**src/rtl/alu_pkg.sv**
```systemverilog
// Shared constants for the sequential ALU: operation classes, per-class selectors,
// FSM states and the iterative-unit mode.
package alu_pkg;

  localparam logic [1:0] CLS_ARITH = 2'd0;
  localparam logic [1:0] CLS_LOGIC = 2'd1;
  localparam logic [1:0] CLS_CMP   = 2'd2;
  localparam logic [1:0] CLS_ACC   = 2'd3;

  localparam logic [1:0] ARITH_ADD = 2'd0;
  localparam logic [1:0] ARITH_SUB = 2'd1;
  localparam logic [1:0] ARITH_MUL = 2'd2;
  localparam logic [1:0] ARITH_DIV = 2'd3;

  localparam logic [1:0] LOGIC_AND = 2'd0;
  localparam logic [1:0] LOGIC_OR  = 2'd1;
  localparam logic [1:0] LOGIC_XOR = 2'd2;
  localparam logic [1:0] LOGIC_NOT = 2'd3;

  localparam logic [1:0] CMP_EQ  = 2'd0;
  localparam logic [1:0] CMP_GT  = 2'd1;
  localparam logic [1:0] CMP_LT  = 2'd2;
  localparam logic [1:0] CMP_MAX = 2'd3;

  localparam logic [1:0] ACC_ADD  = 2'd0;
  localparam logic [1:0] ACC_CLR  = 2'd1;
  localparam logic [1:0] ACC_LOAD = 2'd2;
  localparam logic [1:0] ACC_READ = 2'd3;

  typedef enum logic [1:0] {
    IDLE = 2'd0,
    MUL  = 2'd1,
    DIV  = 2'd2
  } state_t;

  typedef enum logic {
    ITER_MUL = 1'b0,
    ITER_DIV = 1'b1
  } iter_mode_t;

endpackage

```
**src/rtl/alu_iter_unit.sv**
```systemverilog
// Shared shift-register datapath for shift-add multiply and restoring divide,
// one bit per cycle, WIDTH steps per operation.
module alu_iter_unit
  import alu_pkg::*;
#(
  parameter int WIDTH = 4
) (
  input  logic                 clk,
  input  logic                 srst,
  input  logic                 start,
  input  iter_mode_t           mode,
  input  logic [WIDTH-1:0]     a,
  input  logic [WIDTH-1:0]     b,
  output logic                 done,
  output logic [2*WIDTH-1:0]   result
);

  localparam int CW = $clog2(WIDTH + 1);

  logic [2*WIDTH-1:0] work_reg;
  logic [WIDTH-1:0]   opnd_reg;
  iter_mode_t         mode_reg;
  logic               busy_reg;
  logic [CW-1:0]      count_reg;

  logic [WIDTH:0]     mul_sum;
  logic [WIDTH:0]     div_shift;
  logic [WIDTH:0]     div_diff;
  logic [2*WIDTH-1:0] step;

  // work_reg: mul = {partial product high, remaining multiplier}; div = {remainder, quotient}
  always_comb begin
    mul_sum   = {1'b0, work_reg[2*WIDTH-1:WIDTH]} + (work_reg[0] ? {1'b0, opnd_reg} : '0);
    div_shift = work_reg[2*WIDTH-1:WIDTH-1];
    div_diff  = div_shift - {1'b0, opnd_reg};
    step      = work_reg;
    if (mode_reg == ITER_MUL) begin
      step = {mul_sum, work_reg[WIDTH-1:1]};
    end else if (div_diff[WIDTH]) begin
      step = {div_shift[WIDTH-1:0], work_reg[WIDTH-2:0], 1'b0};
    end else begin
      step = {div_diff[WIDTH-1:0], work_reg[WIDTH-2:0], 1'b1};
    end
  end

  // The final step is presented combinationally so the caller registers it on the WIDTH-th cycle.
  assign done   = busy_reg && (count_reg == CW'(WIDTH - 1));
  assign result = step;

  always_ff @(posedge clk) begin
    if (srst) begin
      work_reg  <= '0;
      opnd_reg  <= '0;
      mode_reg  <= ITER_MUL;
      busy_reg  <= 1'b0;
      count_reg <= '0;
    end else if (start) begin
      work_reg  <= (mode == ITER_DIV) ? {{WIDTH{1'b0}}, a} : {{WIDTH{1'b0}}, b};
      opnd_reg  <= (mode == ITER_DIV) ? b : a;
      mode_reg  <= mode;
      busy_reg  <= 1'b1;
      count_reg <= '0;
    end else if (busy_reg) begin
      work_reg  <= step;
      count_reg <= count_reg + 1'b1;
      if (done) busy_reg <= 1'b0;
    end
  end

endmodule

```
**src/rtl/alu_seq_core.sv**
```systemverilog
// Clocked ALU with valid/ready operand handshake: single-cycle arithmetic, logic,
// compare and accumulator ops, plus multi-cycle multiply/divide via alu_iter_unit.
module alu_seq_core
  import alu_pkg::*;
#(
  parameter int WIDTH = 4
) (
  input  logic                 MAX10_CLK1_50,
  input  logic                 reset,
  input  logic                 in_valid,
  output logic                 in_ready,
  input  logic [1:0]           op_class,
  input  logic [1:0]           op_sel,
  input  logic [WIDTH-1:0]     operand_a,
  input  logic [WIDTH-1:0]     operand_b,
  output logic                 out_valid,
  output logic [2*WIDTH-1:0]   result,
  output logic                 flag_carry,
  output logic                 flag_zero,
  output logic                 flag_dz
);

  localparam int RW = 2 * WIDTH;

  state_t           state_reg;
  logic [RW-1:0]    acc_reg;

  logic             accept;
  logic             is_mul;
  logic             is_div;
  logic             iter_start;
  iter_mode_t       iter_mode;
  logic             iter_done;
  logic [RW-1:0]    iter_result;

  logic [RW-1:0]    res_next;
  logic             carry_next;
  logic             dz_next;
  logic [RW-1:0]    acc_next;
  logic [RW-1:0]    a_ext;
  logic [RW-1:0]    b_ext;
  logic [WIDTH:0]   add_sum;
  logic [WIDTH-1:0] sub_diff;
  logic [RW:0]      acc_sum;

  assign in_ready   = (state_reg == IDLE);
  assign accept     = in_valid && in_ready;
  assign is_mul     = (op_class == CLS_ARITH) && (op_sel == ARITH_MUL);
  assign is_div     = (op_class == CLS_ARITH) && (op_sel == ARITH_DIV) && (operand_b != '0);
  assign iter_start = accept && (is_mul || is_div);
  assign iter_mode  = is_div ? ITER_DIV : ITER_MUL;

  always_comb begin
    a_ext      = {{WIDTH{1'b0}}, operand_a};
    b_ext      = {{WIDTH{1'b0}}, operand_b};
    add_sum    = {1'b0, operand_a} + {1'b0, operand_b};
    sub_diff   = operand_a - operand_b;
    acc_sum    = {1'b0, acc_reg} + {1'b0, a_ext};
    res_next   = '0;
    carry_next = 1'b0;
    dz_next    = 1'b0;
    acc_next   = acc_reg;
    case (op_class)
      CLS_ARITH: begin
        case (op_sel)
          ARITH_ADD: begin
            res_next   = RW'(add_sum);
            carry_next = add_sum[WIDTH];
          end
          ARITH_SUB: begin
            res_next   = {{WIDTH{1'b0}}, sub_diff};
            carry_next = (operand_a < operand_b);
          end
          ARITH_DIV: begin
            // Only reached as a single-cycle op when the divisor is zero.
            res_next = {operand_a, {WIDTH{1'b1}}};
            dz_next  = 1'b1;
          end
          default: ;
        endcase
      end
      CLS_LOGIC: begin
        case (op_sel)
          LOGIC_AND: res_next = a_ext & b_ext;
          LOGIC_OR:  res_next = a_ext | b_ext;
          LOGIC_XOR: res_next = a_ext ^ b_ext;
          default:   res_next = {{WIDTH{1'b0}}, ~operand_a};
        endcase
      end
      CLS_CMP: begin
        case (op_sel)
          CMP_EQ:  res_next = RW'(operand_a == operand_b);
          CMP_GT:  res_next = RW'(operand_a > operand_b);
          CMP_LT:  res_next = RW'(operand_a < operand_b);
          default: res_next = (operand_a > operand_b) ? a_ext : b_ext;
        endcase
      end
      default: begin
        case (op_sel)
          ACC_ADD: begin
            acc_next   = acc_sum[RW-1:0];
            carry_next = acc_sum[RW];
          end
          ACC_CLR:  acc_next = '0;
          ACC_LOAD: acc_next = a_ext;
          default:  acc_next = acc_reg;
        endcase
        res_next = acc_next;
      end
    endcase
  end

  alu_iter_unit #(.WIDTH(WIDTH)) u_iter (
    .clk    (MAX10_CLK1_50),
    .srst   (reset),
    .start  (iter_start),
    .mode   (iter_mode),
    .a      (operand_a),
    .b      (operand_b),
    .done   (iter_done),
    .result (iter_result)
  );

  always_ff @(posedge MAX10_CLK1_50) begin
    if (reset) begin
      state_reg  <= IDLE;
      acc_reg    <= '0;
      out_valid  <= 1'b0;
      result     <= '0;
      flag_carry <= 1'b0;
      flag_zero  <= 1'b0;
      flag_dz    <= 1'b0;
    end else begin
      out_valid <= 1'b0;
      case (state_reg)
        IDLE: begin
          if (accept) begin
            if (is_mul) begin
              state_reg <= MUL;
            end else if (is_div) begin
              state_reg <= DIV;
            end else begin
              out_valid  <= 1'b1;
              result     <= res_next;
              flag_carry <= carry_next;
              flag_zero  <= (res_next == '0);
              flag_dz    <= dz_next;
              acc_reg    <= acc_next;
            end
          end
        end
        MUL, DIV: begin
          if (iter_done) begin
            state_reg  <= IDLE;
            out_valid  <= 1'b1;
            result     <= iter_result;
            flag_carry <= 1'b0;
            flag_zero  <= (iter_result == '0);
            flag_dz    <= 1'b0;
          end
        end
        default: state_reg <= IDLE;
      endcase
    end
  end

endmodule

```
**config.mk**
```make
export PLATFORM = sky130hd
export DESIGN_NAME = alu_seq_core
export DESIGN_NICKNAME = d
export VERILOG_FILES = /design/src/rtl/alu_pkg.sv /design/src/rtl/alu_iter_unit.sv /design/src/rtl/alu_seq_core.sv
export SDC_FILE = /design/constraint.sdc
export NUM_CORES = 1
export LEC_CHECK = 0
export ABC_AREA = 1
export CORE_ASPECT_RATIO = 1.4
export CORE_MARGIN = 4
export CORE_UTILIZATION = 65
export DETAILED_ROUTE_END_ITERATION = 8
export DONT_BUFFER_PORTS = 1
export PLACE_DENSITY = 0.84
export SETUP_SLACK_MARGIN = 0.02
export SYNTH_ARGS = -nofsm -noshare
export SYNTH_HDL_FRONTEND = slang
export SYNTH_SLANG_ARGS = --single-unit
```
**constraint.sdc**
```tcl
create_clock -name MAX10_CLK1_50 -period 3.4 [get_ports MAX10_CLK1_50]
set_input_delay 0.17 -clock MAX10_CLK1_50 [delete_from_list [all_inputs] [get_ports MAX10_CLK1_50]]
set_output_delay 0.17 -clock MAX10_CLK1_50 [all_outputs]
set_load 0.05 [all_outputs]
```
# Word level (Yosys, flattened, before mapping)
# Cells that the tools add are included.
# W data, S select, Z words.
# classes
add_sub_neg,6
magnitude_cmp,2
eq_ne,14
muxes,51
bitwise_logic,7
reduce_logical,22
# ops
operator,count
$pmux W8 S3,3
$mux W8,8
$pmux W4 S3,2
$mux W1,22
$logic_not A8 Y1,2
$mux W4,4
$pmux W8 S2,1
$pmux W1 S2,6
$reduce_and A5 Y1,2
$add A8 B4 Y9,1
$eq A2 B2 Y1 const B,4
$mux W2,4
$eq A2 B1 Y1 const B,3
$logic_and A1 B1 Y1,6
$logic_not A2 Y1,3
$ne A2 B2 Y1 const B,3
$reduce_or A2 Y1,3
$add A4 B4 Y5,1
$add A4 B5 Y5,1
$sub A5 B4 Y5,1
$and A4 B4 Y4,1
$eq A4 B4 Y1,1
$gt A4 B4 Y1,1
$lt A4 B4 Y1,1
other kinds (15),18
# totals
regBits,39
in_bits,15
output_inout_bits,13
elab_cells,114

# Depth between registers and ports, before layout
# logic_depth
ltp_word,9
depth_mapped,17
depth_no_buf,17

# Hierarchy
# Synthesis repeated with hierarchy kept, for this count alone.
# hier_totals
cells_unflattened,557
hier_area_um2,3569.7
# modules_own_cells
module,instances,cells_per_inst,area_each_um2,seq_area_each_um2
alu_seq_core,1,376,2287.2,440.4
alu_iter_unit,1,181,1282.5,340.3

# Worst setup path before layout
# No wires, ideal clock.
# synth_path
path_kind,register -> register
start,register state_reg[0]
end,register acc_reg[2]
setup_ps,116
t_arrival_ps,1905
required_ps,3284
setup_slack_ps,1379
stages_incl_launch_ff,8
path_buffers,0
synth_period_minus_slack_ps,2021
path_cell_list,dfxtp_1 inv_1 ha_1 nand2_1 nor3_2 clkinv_1 o21ai_0 inv_1
# synth_via
elab_chain_cells,3
# synth_lines
item,line_no,text
from (decl),alu_seq_core.sv:25,state_t state_reg;
from (signal assigned),alu_seq_core.sv:126,state_reg <= IDLE;
from (signal assigned),alu_seq_core.sv:139,state_reg <= MUL;
from (signal assigned),alu_seq_core.sv:141,state_reg <= DIV;
$logic_not A2 Y1 (*),alu_seq_core.sv:46,assign in_ready = (state_reg == IDLE);
net in_ready,alu_seq_core.sv:11,"output logic in_ready,"
$logic_and A1 B1 Y1,alu_seq_core.sv:47,assign accept = in_valid && in_ready;
$reduce_and A5 Y1 (no source line) (*),--,
to (signal assigned),alu_seq_core.sv:148,acc_reg <= acc_next;
to (decl),alu_seq_core.sv:26,logic [RW-1:0] acc_reg;
# The timed path passes the listed nets; every way through them passes the cells marked *.
# A chain may end at the register's enable or synchronous reset.

# Worst setup path after layout
# layout_path
start,register state_reg[0]
end,register result[7]
# layout_via
elab_chain_cells,4
word_cells_on_any_way,12
cone_classes,eq/ne: 6; mux: 1; reduce/logical: 5
# layout_lines
item,line_no,text
$logic_not A2 Y1 (*),alu_seq_core.sv:46,
net in_ready,alu_seq_core.sv:11,
$logic_and A1 B1 Y1,alu_seq_core.sv:47,
$ne A2 B1 Y1 (no source line),--,
$reduce_and A5 Y1 (no source line),--,
to (signal assigned),alu_seq_core.sv:144,result <= res_next;
to (signal assigned),alu_seq_core.sv:156,result <= iter_result;
to (decl),alu_seq_core.sv:17,"output logic [2*WIDTH-1:0] result,"
# Marks and branches as above.

==> out/qor.yml <==
pwr:
  power_density_nw_per_um2: 335
  vdd.ir_drop.worst_uv: 187
  total_leakage_power_nw: 1.78
timing:
  setup_viol: 0
  hold_viol_final: 0
  finalCritPeriodShare: 0.714
  min_period_ns: 2.43
  maxSlewViolCount: 0
  tightest_slew_ns: 0.764
  max_slew_margin: 0.489
  setup_tns_ns: 0
  rsz0062_at_grt: "false"
  clock_skew_ns: 0.0173
  max_freq_mhz: 412
critical_path:
  crit_required_ns: 3.55
  cpMaxStageDelayCell: "ha_1"
  critPathKind: "reg -> reg"
  crit_top_cell: "inv_2"
  endpoint_kind: "flip-flop"
  critPathMaxStageDelay_ns: 0.55
  startpoint: "state_reg[0]"
  rrSetupSlack_ns: 0.97
  cp_data_arrival_time_ns: 2.57
  critPathLaunchType: "flip-flop"
  rr_startpoint: "state_reg[0]"
  crit_chain: "inv_1 > ha_1 > inv_2 > o21ai_0 > nor3_2 > o21ai_2 > nor2_2 > inv_2 > o21ai_1 > a21oi_1 > nor2_1"
  cp_max_fo: 13
global_routing:
  grt_pass1_wl_um: 16400
  grt_remaining_overflow: 0
  first_global_vias: 3632
  grt_max_degree: 20
  antenna_found_initial: 0
  grt_usage: 0.308
logic_synthesis:
  synthTopCellsByArea: "dfxtp_1 23%, nand2_1 18%, ha_1 10%"
  seq_area_frac_synth: 0.226
  synth_area_um2: 3450
  syn_inst: 552
  syn-num-nets: 600
  ys.flop_type: "dfxtp_1"
  ys_ff_latch: 39
  synth_area_leader_cell: "dfxtp_1"
  synth_async_sr_flop_share: 0
  syn_area_per_cell_um2: 6.25
  synth.distinct_cells: 41
  ys_warn_count: 0
  synth-edff-count: 0
  yosysTopAreaCellShare: 0.226
place:
  port_buffers: 0
  gp_congestion: 1.01
  detailed_place_hpwl_um: 7520
  dp_cells: 604
clocking:
  clk_latency_ns: 0.30
  ctsResizeCount: 0
  clockBufferDepth: 2
  cts-root-buf: "clkbuf_8"
  postCtsHoldBufs: 1
  cts_num_sinks: 39
  cts_max_level: 2
  cts_buffers: 5
  clk_pin_slew_worst_paths_ns: 0.09
  cts_tree: "built"
  post_cts_buffers: 0
layout:
  final_util: 0.694
  area_growth_pct: 3.85
  antenna_cells: 0
  final_nets: 594
  fillerInstances: 475
  final_common_cell: "nand2_1"
  drive_gt1_frac: 0.0640
  register_area_um2: 781
  multi_input_area_um2: 2290
  fin_cells: 613
  final_cell_mix: "161 x nand2_1, 69 x inv_1, 50 x nand3_1"
floorplanning:
  ios: 28
  core_um2: 5160
  num_rows: 31
  initial_utilization: 0.668
  die_h_um: 94.2
  dieArea_um2: 6550
  die_x_um: 69.6
route:
  highest_layer: "met4"
  wl_met1_um: 3450
  drt_wl_total_um: 9680
  route.met2.wl_um: 4920
  via_count: 3696
  drc: 0
  ant_nets: 0
  wl_met3_um: 649
  first_iter_violations: 271
  via_per_inst: 6.03
  avgRoutedWirePerCell_um: 15.8
  firstDrtPassIters: 5
run_status:
  status: "completed"
flow_run:
  maxCapViolations: 0
hold_path:
  holdCritStartpoint: "operand_a[3]"
  hp-class: "in -> reg"
-- cell families (layout without fill, tap and decap cells) --
group,count (synthesis),in the layout,share of synthesized area
AND/OR/NAND/NOR,283,283,0.364
AO/OA/AOI/OAI,99,99,0.159
adder cells (fa/ha/maj),33,33,0.131
flip-flops,39,39,0.226
buffers and inverters,94,89,0.110
XOR/XNOR,4,4,0.0102
-- cell usage after synthesis (all sizes together), types with 4 or more instances --
cell type and n:
clkbuf 6, o21ai 39, fa 5, o211ai 5, or2 4, nand3 51
nor2 42, inv 78, dfxtp 39, nand2 165, a31oi 5, nand4 14
a21oi 42, buf 8, ha 28
-- layer usage --
metal  vias up  GRT usage
met2       189      0.564
li1       1792          -
met5         -          0
met3        57     0.0460
met1      1658      0.318
met4         0      0.218
-- critical path: cells and delay by family (launching register included) --
family | cells | cell delay, ns
compound gates | 4 | 0.81
fa+ha+maj | 1 | 0.55
flops | 1 | 0.33
buf+inv | 3 | 0.32
simple gates | 3 | 0.27
-- final cells by class --
class / instances / share of cell area
sequential: 39 / 0.218
inverter: 80 / 0.0839
timing repair buffer: 1 / 0.00280
tap: 66 / 0.0231
clock buffer: 6 / 0.0231
clock inverter: 2 / 0.00978
multi-input combinational: 419 / 0.639
-- metrics by stage --
stage / hold slack (ns) / total power, mW / setup WS [ns] / area (um2)
final: 0.0242 / 1.20 / 0.973 / 3580
after global routing: 0.0312 / 1.25 / 0.821 / 3580
after CTS: 0.0233 / 1.19 / 0.998 / 3580
after detailed placement: 0.247 / 0.787 / 1.07 / 3450
after global placement: 0.243 / 0.781 / 1.07 / 3450
after floorplan: 0.330 / 0.741 / 1.38 / 3450
-- final timing paths --
check / to / cells after the start
worst max-delay path: result[7] / 11
worst min-delay path: u_iter.opnd_reg[3] / 2
worst max register to register: result[7] / 11
worst min register to register: u_iter.count_reg[2] / 2
-- power by group --
group	leakage, nW	internal (mW)	switching (mW)
Sequential	0.317	0.475	0.0454
Clock	0.0612	0.238	0.171
Combinational	1.40	0.0876	0.182
No activity file was read; power rests on OpenSTA's default activity.
